File: src/rtl/alu_pkg.sv
// Shared ALU decode types: ALUControl encodings, RV32I opcodes, immediate formats.
// Pure declarations; no latency or backpressure of its own.
// Imported by alu_decode_stage and imm_gen.
package alu_pkg;

  typedef enum logic [3:0] {
    ALU_ADD   = 4'b0000,
    ALU_SUB   = 4'b0001,
    ALU_SLL   = 4'b0010,
    ALU_SLT   = 4'b0011,
    ALU_SLTU  = 4'b0100,
    ALU_XOR   = 4'b0101,
    ALU_SRL   = 4'b0110,
    ALU_SRA   = 4'b0111,
    ALU_OR    = 4'b1000,
    ALU_AND   = 4'b1001,
    ALU_AUIPC = 4'b1010,
    ALU_LUI   = 4'b1011,
    ALU_LINK  = 4'b1100
  } alu_ctrl_t;

  typedef enum logic [2:0] {
    IMM_I = 3'd0,
    IMM_S = 3'd1,
    IMM_B = 3'd2,
    IMM_U = 3'd3,
    IMM_J = 3'd4
  } imm_type_t;

  localparam logic [6:0] OP_R      = 7'b0110011;
  localparam logic [6:0] OP_I      = 7'b0010011;
  localparam logic [6:0] OP_LOAD   = 7'b0000011;
  localparam logic [6:0] OP_STORE  = 7'b0100011;
  localparam logic [6:0] OP_BRANCH = 7'b1100011;
  localparam logic [6:0] OP_LUI    = 7'b0110111;
  localparam logic [6:0] OP_AUIPC  = 7'b0010111;
  localparam logic [6:0] OP_JAL    = 7'b1101111;
  localparam logic [6:0] OP_JALR   = 7'b1100111;

  // alt selects sub for funct3 000 and sra for funct3 101
  function automatic alu_ctrl_t alu_op(input logic [2:0] f3, input logic alt);
    case (f3)
      3'b000:  return alt ? ALU_SUB : ALU_ADD;
      3'b001:  return ALU_SLL;
      3'b010:  return ALU_SLT;
      3'b011:  return ALU_SLTU;
      3'b100:  return ALU_XOR;
      3'b101:  return alt ? ALU_SRA : ALU_SRL;
      3'b110:  return ALU_OR;
      default: return ALU_AND;
    endcase
  endfunction

endpackage

File: src/rtl/imm_gen.sv
// Immediate extraction for I/S/B/U/J formats, sign-extended from instr[31].
// Combinational, zero latency.
// No handshake; follows its inputs.
module imm_gen
  import alu_pkg::*;
#(
  parameter int DATA_WIDTH = 32
) (
  input  logic [31:7]           instr,
  input  imm_type_t             imm_type,
  output logic [DATA_WIDTH-1:0] imm
);

  logic [31:0] imm32;

  always_comb begin
    imm32 = '0;
    case (imm_type)
      IMM_I:   imm32 = {{20{instr[31]}}, instr[31:20]};
      IMM_S:   imm32 = {{20{instr[31]}}, instr[31:25], instr[11:7]};
      IMM_B:   imm32 = {{19{instr[31]}}, instr[31], instr[7], instr[30:25], instr[11:8], 1'b0};
      IMM_U:   imm32 = {instr[31:12], 12'b0};
      IMM_J:   imm32 = {{11{instr[31]}}, instr[31], instr[19:12], instr[20], instr[30:21], 1'b0};
      default: imm32 = '0;
    endcase
  end

  assign imm = DATA_WIDTH'($signed(imm32));

endmodule

File: src/rtl/alu_decode_stage.sv
// RV32I decode stage producing ALUControl, immediate and register fields (skid: ALU_DECODE_SKID_EN).
// Latency: 1 cycle from input transfer to OutValid.
// Backpressure: InReady = !OutValid || OutReady; with skid, registered and 1 while skid entry empty.
module alu_decode_stage
  import alu_pkg::*;
#(
  parameter int DATA_WIDTH     = 32,
  parameter int ALU_CTRL_WIDTH = 4,
  parameter int REG_ADDR_WIDTH = 5
) (
  input  logic                      clk,
  input  logic                      rst,
  input  logic [DATA_WIDTH-1:0]     InstrD,
  input  logic [DATA_WIDTH-1:0]     PCD,
  input  logic                      InValid,
  output logic                      InReady,
  input  logic                      Flush,
  input  logic                      OutReady,
  output logic                      OutValid,
  output logic [ALU_CTRL_WIDTH-1:0] ALUControlE,
  output logic [DATA_WIDTH-1:0]     ImmExtE,
  output logic [DATA_WIDTH-1:0]     PCE,
  output logic [REG_ADDR_WIDTH-1:0] Rs1E,
  output logic [REG_ADDR_WIDTH-1:0] Rs2E,
  output logic [REG_ADDR_WIDTH-1:0] RdE,
  output logic                      ALUSrcBE,
  output logic                      RegWriteE,
  output logic                      IllegalE
);

  typedef struct packed {
    logic [ALU_CTRL_WIDTH-1:0] ctrl;
    logic [DATA_WIDTH-1:0]     imm;
    logic [DATA_WIDTH-1:0]     pc;
    logic [REG_ADDR_WIDTH-1:0] rs1;
    logic [REG_ADDR_WIDTH-1:0] rs2;
    logic [REG_ADDR_WIDTH-1:0] rd;
    logic                      srcb;
    logic                      regwrite;
    logic                      illegal;
  } dec_t;

  logic [6:0]            opcode;
  logic [2:0]            funct3;
  logic [6:0]            funct7;
  alu_ctrl_t             ctrl;
  imm_type_t             imm_sel;
  logic                  imm_en;
  logic                  srcb;
  logic                  regwrite;
  logic                  illegal;
  logic [DATA_WIDTH-1:0] imm_raw;
  dec_t                  dec_d;
  dec_t                  out_q;
  logic                  out_vld;
  logic                  in_xfer;

  assign opcode = InstrD[6:0];
  assign funct3 = InstrD[14:12];
  assign funct7 = InstrD[31:25];

  imm_gen #(.DATA_WIDTH(DATA_WIDTH)) u_imm_gen (
    .instr    (InstrD[31:7]),
    .imm_type (imm_sel),
    .imm      (imm_raw)
  );

  always_comb begin
    ctrl     = ALU_ADD;
    imm_sel  = IMM_I;
    imm_en   = 1'b0;
    srcb     = 1'b0;
    regwrite = 1'b0;
    illegal  = 1'b0;
    case (opcode)
      OP_R: begin
        if (funct7 == 7'b0000000 || funct7 == 7'b0100000) begin
          ctrl     = alu_op(funct3, funct7[5]);
          regwrite = 1'b1;
        end else begin
          illegal = 1'b1;
        end
      end
      OP_I: begin
        ctrl     = alu_op(funct3, funct7[5] && funct3 == 3'b101);
        imm_en   = 1'b1;
        srcb     = 1'b1;
        regwrite = 1'b1;
      end
      OP_LOAD: begin
        imm_en   = 1'b1;
        srcb     = 1'b1;
        regwrite = 1'b1;
      end
      OP_STORE: begin
        imm_sel = IMM_S;
        imm_en  = 1'b1;
        srcb    = 1'b1;
      end
      OP_BRANCH: begin
        imm_sel = IMM_B;
        imm_en  = 1'b1;
        case (funct3)
          3'b000, 3'b001: ctrl = ALU_SUB;
          3'b100, 3'b101: ctrl = ALU_SLT;
          3'b110, 3'b111: ctrl = ALU_SLTU;
          default:        illegal = 1'b1;
        endcase
      end
      OP_LUI, OP_AUIPC: begin
        ctrl     = (opcode == OP_LUI) ? ALU_LUI : ALU_AUIPC;
        imm_sel  = IMM_U;
        imm_en   = 1'b1;
        srcb     = 1'b1;
        regwrite = 1'b1;
      end
      OP_JAL, OP_JALR: begin
        ctrl     = ALU_LINK;
        imm_sel  = (opcode == OP_JAL) ? IMM_J : IMM_I;
        imm_en   = 1'b1;
        srcb     = 1'b1;
        regwrite = 1'b1;
      end
      default: illegal = 1'b1;
    endcase
    // illegal words travel on as a harmless add with no side effects
    if (illegal) begin
      ctrl     = ALU_ADD;
      imm_en   = 1'b0;
      srcb     = 1'b0;
      regwrite = 1'b0;
    end
  end

  always_comb begin
    dec_d          = '0;
    dec_d.ctrl     = ALU_CTRL_WIDTH'(ctrl);
    dec_d.imm      = imm_en ? imm_raw : '0;
    dec_d.pc       = PCD;
    dec_d.rs1      = REG_ADDR_WIDTH'(InstrD[19:15]);
    dec_d.rs2      = REG_ADDR_WIDTH'(InstrD[24:20]);
    dec_d.rd       = REG_ADDR_WIDTH'(InstrD[11:7]);
    dec_d.srcb     = srcb;
    dec_d.regwrite = regwrite;
    dec_d.illegal  = illegal;
  end

  assign in_xfer = InValid && InReady;

`ifdef ALU_DECODE_SKID_EN
  logic skid_empty;
  dec_t skid_q;

  assign InReady = skid_empty;

  always_ff @(posedge clk or posedge rst) begin
    if (rst) begin
      out_vld    <= 1'b0;
      out_q      <= '0;
      skid_empty <= 1'b1;
      skid_q     <= '0;
    end else if (Flush) begin
      out_vld    <= 1'b0;
      skid_empty <= 1'b1;
    end else if (!skid_empty) begin
      // skid full implies output full and input blocked
      if (OutReady) begin
        out_q      <= skid_q;
        skid_empty <= 1'b1;
      end
    end else if (!out_vld || OutReady) begin
      out_vld <= in_xfer;
      if (in_xfer) out_q <= dec_d;
    end else if (in_xfer) begin
      skid_q     <= dec_d;
      skid_empty <= 1'b0;
    end
  end
`else
  logic out_xfer;

  assign InReady  = !out_vld || OutReady;
  assign out_xfer = out_vld && OutReady;

  always_ff @(posedge clk or posedge rst) begin
    if (rst) begin
      out_vld <= 1'b0;
      out_q   <= '0;
    end else if (Flush) begin
      out_vld <= 1'b0;
    end else if (in_xfer) begin
      out_vld <= 1'b1;
      out_q   <= dec_d;
    end else if (out_xfer) begin
      out_vld <= 1'b0;
    end
  end
`endif

  assign OutValid    = out_vld;
  assign ALUControlE = out_q.ctrl;
  assign ImmExtE     = out_q.imm;
  assign PCE         = out_q.pc;
  assign Rs1E        = out_q.rs1;
  assign Rs2E        = out_q.rs2;
  assign RdE         = out_q.rd;
  assign ALUSrcBE    = out_q.srcb;
  assign RegWriteE   = out_q.regwrite;
  assign IllegalE    = out_q.illegal;

endmodule

File: config.mk
export PLATFORM = sky130hd
export DESIGN_NAME = alu_decode_stage
export DESIGN_NICKNAME = d
export VERILOG_FILES = /design/src/rtl/alu_pkg.sv /design/src/rtl/imm_gen.sv /design/src/rtl/alu_decode_stage.sv
export SDC_FILE = /design/constraint.sdc
export NUM_CORES = 1
export LEC_CHECK = 0
export ABC_AREA = 1
export CAP_MARGIN = 20
export CORE_UTILIZATION = 31
export DETAILED_ROUTE_END_ITERATION = 7
export DONT_BUFFER_PORTS = 1
export GPL_TIMING_DRIVEN = 0
export PLACE_DENSITY = 0.49
export SLEW_MARGIN = 20
export SYNTH_ARGS = -nofsm -noshare
export SYNTH_HDL_FRONTEND = slang
export SYNTH_HIERARCHICAL = 1
export SYNTH_SLANG_ARGS = --single-unit
File: constraint.sdc
create_clock -name clk -period 5.5 [get_ports clk]
set_input_delay 0.275 -clock clk [delete_from_list [all_inputs] [get_ports clk]]
set_output_delay 0.275 -clock clk [all_outputs]
set_load 0.02 [all_outputs]
==> summary.txt <==
Route
  – DR vias: 3635
  – Post-route DRC: 0
  – DRT iter0 DRCs: 199
  – Avg WL per Cell: 15.8 um
  – DR vias/cell: 4.76
  – Drt pass-1 iters: 4
  – Post-DRT Antenna Nets: 0
  – Post-Route WL: 12.1 mm

Placement
  – Placement Setup Slack: 3440 ps
  – Post-DP HPWL: 9.17 mm
  – IO buf count: 0
  – Placer Congestion: 0.842

Worst setup path
  – Critical Path RT: 5770 ps
  – Setup CP Type: in2reg
  – WP data arrival: 2000 ps
  – Critical-path maximum fanout: 9
  – CP startpoint kind: input pin
  – CP endpoint kind: register
  – Flop2flop setup slack: 3850 ps

Cells and area
  – Nets: 648
  – FILL cells: 1459
  – Fraction of layout instances using a drive strength above 1: 14.4%
  – Most common cell after layout, fill and taps aside: nand2_1
  – P&R area growth vs syn: 12.8%
  – Commonest non-fill, non-tap cells in the layout: 275 x nand2_1, 87 x dfrtp_1, 41 x nand4_1, 25 x nor2_1, 25 x nand3_1
  – Ant. Diodes: 0

Floorplanning
  – Row cnt: 43
  – Die W: 122 um
  – Die ar.: 14800 um^2
  – Initial Util: 31.9%
  – DIE HEIGHT: 122 um
  – I/O pins: 157
  – Core area: 13900 um^2

GRT
  – Vias in the first global route: 3550
  – Largest net degree at the start of global routing: 50
  – Gr usage total: 17.1%
  – GR Overflow Total: 0
  – First-pass GRT wire length: 19.0 mm
  – Initial antenna violation count: 0

Clock tree
  – Worst-skew pair later-pin latency: 340 ps
  – Clock transition at path regs: 60 ps
  – Maximum root-to-sink buffer count: 2
  – Root Buffer: clkbuf_16
  – Cts hold-fix bufs: 2
  – CTS tree: yes
  – Num Clock Sinks: 87
  – Post-CTS setup buffer count: 0
  – H-Tree Depth: 3
  – CTS resizes: 0
  – Num CTS Buffers: 9

Logic synthesis
  – Post-synth cell types: 25
  – Yosys warns: 6
  – Mapped Nets: 634
  – Mapped Area: 4440 um^2
  – Synth Register Bits: 87
  – Synth Area per Inst: 7.86 um^2
  – Sequential-to-total area share from yosys stat: 49.0%
  – Cells after Synth: 565

Pwr
  – Sw Share: 29.8%
  – Seq pwr share: 52.4%
  – Pint: 1110 uW
  – P_sw: 470 uW
  – Clock Power Share: 38.2%
  – VDD IR max: 0.000122 V
  – P per Cell Area: 314 nW/um^2
  – Share of total power in combinational logic: 9.4%
  – Lkg Pwr: 0.00268 uW

STA
  – Final hold vios: 0
  – Endpoints failing setup: 0
  – Worst hold slack: 43.3 ps
  – Worst rel slew slack: 65.5%
  – Fin. max-slew vios: 0
  – Fmax: 578 MHz
  – RSZ-0062 raised after global routing: false
  – Setup tns final: 0 ps
  – Final WS setup: 3770 ps
  – Worst Max-Slew Pin Slew: 518 ps
  – Final min period: 1730 ps
  – Clock skew: 4.77 ps
  – Final worst path period share: 31.4%

Outcome
  – Outcome: finished clean

Flow run
  – Max_cap viols: 0

Worst hold path
  – Min-Delay Path Class: in2reg
area by class of cell:
class | count | area, um^2 | share of cell area, %
buffer | 30 | 184 | 3.67
clock buffer | 13 | 280 | 5.59
clock inverter | 3 | 15.0 | 0.299
inverter | 25 | 96.3 | 1.92
multi-input combinational | 423 | 1990 | 39.7
sequential | 87 | 2180 | 43.4
tap | 180 | 225 | 4.49
timing repair buffer | 3 | 47.5 | 0.948
critical path: stages:
cell and delay [ps]:
nand2_2 80, nor2_2 220, inv_1 110, nor2_1 230, inv_1 90, nand2_1 280, nand2_4 130, nor2_4 210
nand2_1 100, nand3_2 90, nand2_1 60, o21ai_1 130
path summary, 6_finish.rpt:
check / from / end / depth (start not counted)
setup / recovery: InstrD[1] / ImmExtE[26] / 12
hold / removal: PCD[26] / PCE[26] / 2
setup reg to reg: OutValid / RdE[3] / 8
hold reg to reg: PCE[15] / PCE[15] / 2
max in group asynchronous: rst / ALUControlE[3] / 3
min in group asynchronous: rst / PCE[15] / 2
through the flow:
stage	util (%)	power, uW	cells	instance area, um^2
finish	36.0	1580	764	5010
global route	36.0	1660	764	5010
CTS	36.0	1610	764	5010
detailed placement	33.7	990	746	4700
global placement	33.5	979	745	4670
floorplan	-	941	565	4440
cell usage after synthesis:
library cell / instances / share of area (%)
nand2_1: 275 / 23
dfrtp_1: 87 / 49
nand4_1: 41 / 5.8
nand3_1: 25 / 2.8
nor2_1: 25 / 2.1
inv_1: 17 / 1.4
buf_2: 15 / 1.7
nand3_2: 11 / 2.5
clkbuf_1: 8 / 0.68
inv_2: 8 / 0.68
buf_6: 7 / 1.8
nand2_2: 7 / 0.99
o21ai_0: 6 / 0.68
o21ai_1: 6 / 0.68
a21oi_1: 5 / 0.56
nand2_4: 4 / 1.0
nor2_4: 4 / 1.0
nor3_1: 4 / 0.45
nor2_2: 3 / 0.42
nand3_4: 2 / 0.79
nand2_8: 1 / 0.45
nor2_8: 1 / 0.45
nor3_4: 1 / 0.37
o2bb2ai_2: 1 / 0.34
or2_2: 1 / 0.14
routing by layer:
metal  global-route usage, %  routed length [um]
met3                    5.20                 924
met5                       0                   0
met4                    7.64                 229
met2                    26.6                5540
met1                    21.9                5420
power by group through the flow:
stage	sequential, uW	clock, uW	combinational (uW)
floorplan	825	0	117
global placement	838	0	141
detailed placement	840	0	150
CTS	829	625	152
global route	836	651	175
finish	826	602	148
sequential cells by signal, summed over array words and instances (netlist names):
signal       cells
RegWriteE        1
ALUControlE      4
OutValid         1
ImmExtE         32
Rs2E             5
PCE             32
Rs1E             5
ALUSrcBE         1
IllegalE         1
RdE              5
kinds of logic (layout without fill, tap and decap cells):
family / after synthesis / after routing / share of synthesized area [%]
DFF: 87 / 87 / 49.0
and+or+nand+nor: 405 / 405 / 42.5
AOI/OAI and AO/OA: 18 / 18 / 2.25
buffers and inverters: 55 / 74 / 6.25
Power figures use the tool's default switching activity.
